--- config.mk ---
export PLATFORM = sky130hd
export DESIGN_NAME = envelope_config_writer
export DESIGN_NICKNAME = d
export VERILOG_FILES = /design/src/rtl/envelope_config_writer.sv
export SDC_FILE = /design/constraint.sdc
export NUM_CORES = 1
export LEC_CHECK = 0
export CAP_MARGIN = 25
export CORE_MARGIN = 2
export CORE_UTILIZATION = 50
export DETAILED_ROUTE_END_ITERATION = 8
export PLACE_DENSITY_LB_ADDON = 0.1
export SLEW_MARGIN = 30
export SYNTH_ARGS = -nofsm -noshare
export SYNTH_HDL_FRONTEND = slang
export SYNTH_SLANG_ARGS = --single-unit
--- constraint.sdc ---
create_clock -name i_Clock -period 4.3 [get_ports i_Clock]
set_input_delay 0.86 -clock i_Clock [delete_from_list [all_inputs] [get_ports i_Clock]]
set_output_delay 0.86 -clock i_Clock [all_outputs]
set_load 0.01 [all_outputs]
--- src/rtl/envelope_config_writer.sv ---
// Host-side config writer for the envelope attenuator: buffers commands in a small FIFO
// and turns each one into a one-hot write strobe, or a full-range sweep for broadcasts.
module envelope_config_writer #(
    parameter int NUM_VOICE_OPERATORS = 256,
    parameter int VOP_WIDTH           = 8,
    parameter int FIFO_DEPTH          = 4
) (
    input  logic                 i_Clock,
    input  logic                 i_Reset,
    input  logic                 i_CmdValid,
    output logic                 o_CmdReady,
    input  logic [2:0]           i_CmdParam,
    input  logic                 i_CmdBroadcast,
    input  logic [VOP_WIDTH-1:0] i_CmdAddr,
    input  logic [15:0]          i_CmdData,
    output logic [4:0]           o_EnvelopeConfigWriteEnable,
    output logic [VOP_WIDTH-1:0] o_ConfigWriteAddr,
    output logic [15:0]          o_ConfigWriteData,
    output logic                 o_CmdError,
    output logic                 o_Busy
);

    localparam int PTR_W = $clog2(FIFO_DEPTH);
    localparam logic [VOP_WIDTH-1:0] SWEEP_LAST_M1 = VOP_WIDTH'(NUM_VOICE_OPERATORS - 2);
    localparam logic [PTR_W:0] FIFO_FULL_CNT = (PTR_W + 1)'(FIFO_DEPTH);

    typedef struct packed {
        logic [2:0]           param;
        logic                 bcast;
        logic [VOP_WIDTH-1:0] addr;
        logic [15:0]          data;
    } cmd_t;

    typedef enum logic {IDLE, SWEEP} state_t;

    cmd_t                 fifo_q [FIFO_DEPTH];
    logic [PTR_W:0]       wr_ptr_q, rd_ptr_q;
    state_t               state_q, state_d;
    logic [4:0]           we_q, we_d;
    logic [VOP_WIDTH-1:0] addr_q, addr_d;
    logic [15:0]          data_q, data_d;
    logic                 err_q, err_d;
    logic [2:0]           param_q, param_d;
    logic                 fifo_full, fifo_empty, push, pop;
    cmd_t                 head;

    // Pointers carry one extra bit so full and empty are distinguishable.
    assign fifo_full  = (wr_ptr_q - rd_ptr_q) == FIFO_FULL_CNT;
    assign fifo_empty = (wr_ptr_q == rd_ptr_q);
    assign o_CmdReady = ~fifo_full & ~i_Reset;
    assign push       = i_CmdValid & o_CmdReady;
    assign head       = fifo_q[rd_ptr_q[PTR_W-1:0]];

    function automatic logic [15:0] mask_data(input logic [2:0] param, input logic [15:0] data);
        if (param < 3'd2) return data & 16'h3FFF;
        return data & 16'h0FFF;
    endfunction

    always_comb begin
        state_d = state_q;
        we_d    = '0;
        addr_d  = addr_q;
        data_d  = data_q;
        err_d   = 1'b0;
        param_d = param_q;
        pop     = 1'b0;
        case (state_q)
            IDLE: begin
                if (!fifo_empty) begin
                    pop = 1'b1;
                    if (head.param > 3'd4) begin
                        err_d = 1'b1;
                    end else begin
                        we_d    = 5'b00001 << head.param;
                        data_d  = mask_data(head.param, head.data);
                        param_d = head.param;
                        if (head.bcast) begin
                            addr_d  = '0;
                            state_d = SWEEP;
                        end else begin
                            addr_d = head.addr;
                        end
                    end
                end
            end
            SWEEP: begin
                we_d   = 5'b00001 << param_q;
                addr_d = addr_q + 1'b1;
                // Leave on the edge that registers the final address so the next pop follows directly.
                if (addr_q == SWEEP_LAST_M1) state_d = IDLE;
            end
            default: state_d = IDLE;
        endcase
    end

    always_ff @(posedge i_Clock) begin
        if (push) fifo_q[wr_ptr_q[PTR_W-1:0]] <= '{param: i_CmdParam, bcast: i_CmdBroadcast,
                                                   addr: i_CmdAddr, data: i_CmdData};
    end

    always_ff @(posedge i_Clock) begin
        if (i_Reset) begin
            state_q  <= IDLE;
            wr_ptr_q <= '0;
            rd_ptr_q <= '0;
            we_q     <= '0;
            addr_q   <= '0;
            data_q   <= '0;
            err_q    <= 1'b0;
            param_q  <= '0;
        end else begin
            state_q  <= state_d;
            wr_ptr_q <= wr_ptr_q + {{PTR_W{1'b0}}, push};
            rd_ptr_q <= rd_ptr_q + {{PTR_W{1'b0}}, pop};
            we_q     <= we_d;
            addr_q   <= addr_d;
            data_q   <= data_d;
            err_q    <= err_d;
            param_q  <= param_d;
        end
    end

    assign o_EnvelopeConfigWriteEnable = we_q;
    assign o_ConfigWriteAddr           = addr_q;
    assign o_ConfigWriteData           = data_q;
    assign o_CmdError                  = err_q;
    assign o_Busy                      = ~fifo_empty | (state_q != IDLE) | (|we_q);

endmodule

* Yosys cells after proc, flatten, opt, wreduce, memory -nomap -nowiden
Memory sizes are Yosys's and may differ from the RTL's. A register that Yosys moved wholly into a read port is not among the register bits.
Cells that the tools add are included.
** Word-level totals
- Logic and storage cells :: 59
- Memories :: 1
- Output and inout bits :: 32
- ROM bits :: 0
- RAM bits :: 112
- Bits of input ports :: 31
- Register bits :: 40
- Bits in latches :: 0
** Memory list
- fifo_q :: depth 4, width 28, read ports 1, clocked after Yosys merged registers in 1, write ports 1, line 36 : cmd_t fifo_q [FIFO_DEPTH];
** Cells by class
- Magnitude comparators :: 2
- Div/mod/pow operators :: 0
- Multipliers :: 0
- Reduce and logical (&&, ||, !) cells :: 4
- Eq/ne operators :: 5
- Shift-type cells :: 2
- Bitwise logic cells :: 9
- Add/subtract/negate cells :: 4
- Mux-type cells :: 24
** Operator list (count)
- 16-bit 2-to-1 mux :: 2
- 8-bit 2-to-1 mux :: 3
- 8-bit case mux with 2 select lines :: 1
- 1-bit 2-to-1 mux :: 13
- 5-bit 2-to-1 mux :: 2
- 5-bit case mux with 2 select lines :: 1
- 1-bit by 3-bit << shifter with 5-bit output, first input constant :: 2
- 8-bit by 1-bit adder with 8-bit output, second input constant :: 1
- 8-bit equality test, second input constant :: 1
- 3-bit by 1-bit adder with 3-bit output :: 2
- 1-bit inverter :: 5
- 5-bit OR reduction :: 1
- 2-bit inequality test, second input constant :: 2
- 3-bit equality test :: 1
- 3-bit equality test, second input constant :: 1
- 3-bit greater-than comparator, second input constant :: 1
- 3-bit by 2-bit < comparator with 1-bit output, second input constant :: 1
- 3-bit AND reduction :: 1
- 3-bit OR reduction :: 1
- 3-bit subtractor :: 1
- 1-bit bitwise AND :: 2
- 2-bit 2-to-1 mux :: 1
- 1-bit OR :: 2
- 1-bit case mux with 2 select lines :: 1
- 2-bit AND reduction :: 1

* Logic depth before layout (Yosys ltp)
- Depth in word-level cells :: 7
- Mapped depth :: 14
- Depth with buffers taken out :: 11

* Worst setup path after synthesis
No wires, ideal clock.
- Kind :: register -> register
- From :: reg rd_ptr_q[1]
- To :: mem fifo_q[0][0] (netlist name) (enable)
- Clock period less this slack :: 4.256 ns
- Required time :: 3.858 ns
- Slack :: 0.044 ns
- Cell stages (with the launch flop) :: 10
- Setup time :: 0.442 ns
- Arrival :: 3.814 ns
- Buffers on the path :: 3
- Path through :: dfxtp_1 > clkbuf_1 > buf_2 > buf_1 > inv_1 > ha_1 > and2_1 > a21oi_1 > nand2_1 > nor3_1
** Between the ends
- Word-level cells in the longest chain between the ends :: 7
** Ends and longest elaborated chain
- from (decl) :: line 37 : logic [PTR_W:0] wr_ptr_q, rd_ptr_q;
- from (signal assigned) :: line 114 : rd_ptr_q <= rd_ptr_q + {{PTR_W{1'b0}}, pop};
- 3-bit subtractor :: line 48 : assign fifo_full = (wr_ptr_q - rd_ptr_q) == FIFO_FULL_CNT;
- 3-bit equality test :: line 48
- 1-bit inverter :: line 50 : assign o_CmdReady = ~fifo_full & ~i_Reset;
- 1-bit bitwise AND :: line 50
- net o_CmdReady :: line 11 : output logic o_CmdReady,
- 1-bit bitwise AND :: line 51 : assign push = i_CmdValid & o_CmdReady;
- 1-bit 2-to-1 mux :: line 97 : if (push) fifo_q[wr_ptr_q[PTR_W-1:0]] <= '{param: i_CmdParam, bcast: i_CmdBroadcast,
- 1-bit 2-to-1 mux (implied by the code) :: line 97
- to (decl) :: line 36
The timed path passes the listed nets, and every way through them passes these cells.

* Worst setup path in the final report
- From :: reg wr_ptr_q[0]
- To :: out o_Busy
** Between the ends
- Word-level cells in the longest chain between the ends :: 4
** Ends and longest elaborated chain
- from (decl) :: line 37
- from (signal assigned) :: line 113 : wr_ptr_q <= wr_ptr_q + {{PTR_W{1'b0}}, push};
- 3-bit equality test :: line 49 : assign fifo_empty = (wr_ptr_q == rd_ptr_q);
- 1-bit inverter (no source line)
- 1-bit OR (2 in series) :: line 127 : assign o_Busy = ~fifo_empty | (state_q != IDLE) | (|we_q);
- to (decl) :: line 20 : output logic o_Busy
No other way between the ends.

==> reports/summary.txt <==
H-tree Lvls: 4
Final Power: 0.00398 W
# clock sinks: 142
First-pass GRT wire length: 16.4 mm
Crit. path cell count: 6
Sequential area share after synthesis: 69.9%
Final Wtd Congestion: 0.753
Post-Syn Area: 5560 um2
Hold path depth: 2
Setup violations, final: 0
Most frequent cells after synthesis: edfxtp_1 (104), nand2_1 (40), dfxtp_1 (38), a21oi_1 (26), mux4_2 (23)
Syn-to-layout area delta: 22.8%
Core area: 10800 um2
Slowest-stage cell, CP: clkdlybuf4s50_1
FP Rows: 38
Routed vias/inst: 5.49
Synth top area share: 56.2%
EDFF count, synth: 104
Die Y: 109 um
Top_reg_cell synth: edfxtp_1
Max-cap viol count: 0
DRT Wirelength: 10.2 mm
Worst hold path class: reg2reg
Buf/Inv on CP: 2
Rel. slew slack: 43.9%
#FFs+latches synth: 142
Tmin final: 3.33 ns
Top cell by count, worst path: and2_1
Largest cells by area after synthesis: edfxtp_1 (56%), dfxtp_1 (14%), mux4_2 (9.3%), nand2_1 (2.7%), a21oi_1 (2.3%)
Sw power: 0.00113 W
R2R Setup Slk: 1.64 ns
Post-CTS Setup Repair Bufs: 0
Ant diodes: 0
Worst path cell trace: inv_1 > ha_1 > and2_1 > and2_1 > nand3_1 > clkdlybuf4s50_1
Largest area contributor in the netlist: edfxtp_1
CTS Buffer Depth: 2
Clock Power Share: 32.9%
Vias in the first global route: 3174
CTS clk-pin slew, worst paths: 0.06 ns
Slew @ Worst Pin: 0.841 ns
Post-DP HPWL: 6.19 mm
Die span in x: 109 um
Element type at the critical path end: output port
Layout fillers: 804
CTS resizes: 0
Reg2reg path depth: 6
Die footprint: 12000 um2
Cell-internal power: 0.00285 W
Via count: 3171
Logic pwr share: 24.3%
Root Driver: clkbuf_8
Status: finished clean
DR pass1 iterations: 4
Tot GR Track Use: 18.8%
WS Path Type: reg2out
GRT overflow: 0
Yosys Warn Count: 0
CTS buffer count: 17
Most frequent cell after synthesis: edfxtp_1
Clk_lat worst skew: 0.51 ns
DR iter-0 viols: 210
Async SR Flop Fraction: 0%
# hold bufs at CTS: 0
Setup tns final: 0 ns
Worst EP required: 3.44 ns
Static Leak: 2.25 nW
Sequential share of power: 42.8%
CP arrival: 2.47 ns
Crit-path max FO: 6
Antenna violations before repair: 0
Peak VDD IR: 0.303 mV
CTS tree: built
Wire per inst: 17.7 um
Worst Skew: 0.00481 ns
Antenna-violating nets left: 0
Pwr per Cell Area: 583 nW/um2
Tcrit/Tclk final: 77.4%
Crit-path max cell delay: 0.49 ns
Share of layout cells above drive strength 1: 15.3%
Largest net degree at the start of global routing: 41
Unrepaired setup endpoints after global routing: false
Synth unique cells: 41
Crit-path leading delay family: simple AND/OR/NAND/NOR gates
Fin. max-slew vios: 0
DR DRC count: 0
Gate Count Post-Synth: 358
CP Launch Type: register
Final hold vios: 0
Mean post-synth cell area: 15.5 um2
Number of port buffers: 58
Nets: 464
Initial core utilization: 51.3%
Io pins: 63
Switching share of power: 28.5%
Peak Freq: 301 MHz
[flip-flops by register name, summed over array words and instances (netlist names)]
register and cells:
fifo_q 104, o_ConfigWriteData 14, o_ConfigWriteAddr 8, o_EnvelopeConfigWriteEnable 5, param_q 3, rd_ptr_q 3
wr_ptr_q 3, o_CmdError 1, state_q 1
[final cells by class]
type | instances | area [um2] | share of cell area (%)
Sequential cell | 142 | 3880 | 56.9
Clock inverter | 12 | 96.3 | 1.41
Timing Repair Buffer | 65 | 633 | 9.28
Tap cell | 140 | 175 | 2.57
Multi-Input combinational cell | 195 | 1580 | 23.1
Clock buffer | 20 | 445 | 6.53
Inverter | 4 | 15.0 | 0.220
[power by group through the flow]
stage | clock network, W | logic (W) | registers, W
6_report | 0.00131 | 0.000967 | 0.00170
4_1_cts | 0.00134 | 0.000985 | 0.00171
3_5_place_dp | 0 | 0.000981 | 0.00173
3_3_place_gp | 0 | 0.000977 | 0.00173
2_1_floorplan | 0 | 0.000634 | 0.00173
5_1_grt | 0.00140 | 0.00108 | 0.00172
[metrics by stage]
stage / cell area, um2 / instances / worst slack (ns) / hold slack, ns / util [%]
floorplan: 5560 / 359 / 0.0445 / 0.461 / -
global placement: 6280 / 546 / 1.29 / 0.444 / 58.0
detailed placement: 6280 / 546 / 1.31 / 0.449 / 58.0
CTS: 6830 / 578 / 0.919 / 0.460 / 63.0
global route: 6830 / 578 / 0.790 / 0.482 / 63.0
finish: 6830 / 578 / 0.974 / 0.459 / 63.0
[worst register-to-register path, stage by stage (launching register included)]
cell	delay, ns
dfxtp_2	0.32
buf_4	0.43
mux4_2	0.68
o21a_4	0.28
nor3_4	0.54
nand2_1	0.17
a21oi_1	0.17
[metal layers]
layer / part of all wire, % / vias up / global-route usage [%]
met5: 0 / - / 0
met1: 43 / 1572 / 23.5
met4: 1.6 / 0 / 7.50
met3: 5.3 / 12 / 5.04
met2: 50 / 86 / 31.3
li1: - / 1501 / -
[layout by cell type (no fill, tap or decap), types with 4 or more instances in the layout]
master           instances
clkdlybuf4s50_1         58
nand3b_1                 4
xnor2_1                  9
nand3_1                 10
a21oi_1                 26
nor2b_1                  6
clkinvlp_4               5
clkbuf_16               16
buf_4                    7
nor3_1                   4
dfxtp_1                 37
mux4_2                  23
ha_1                     8
inv_1                    4
edfxtp_1               104
clkinv_2                 5
nand2_1                 40
mux2i_1                  8
a22oi_1                  5
nor2_1                  14
[kinds of logic after synthesis]
| family | synth area share, % |
|---|---|
| AO/OA/AOI/OAI | 5.34 |
| XOR/XNOR | 1.58 |
| adder cells (fa/ha/maj) | 1.80 |
| buffers and inverters | 2.00 |
| flip-flops | 69.9 |
| multiplexers | 10.8 |
| other | 0.0675 |
| AND/OR/NAND/NOR | 8.56 |
[path summary, 6_finish.rpt]
check                                     startpoint                     to
worst max-delay path                     wr_ptr_q[0]                 o_Busy
worst max register to register           rd_ptr_q[0]  o_ConfigWriteData[10]
worst min-delay path            o_ConfigWriteData[9]   o_ConfigWriteData[9]
worst min register to register  o_ConfigWriteData[9]   o_ConfigWriteData[9]
(Power assumes the default switching activity.)
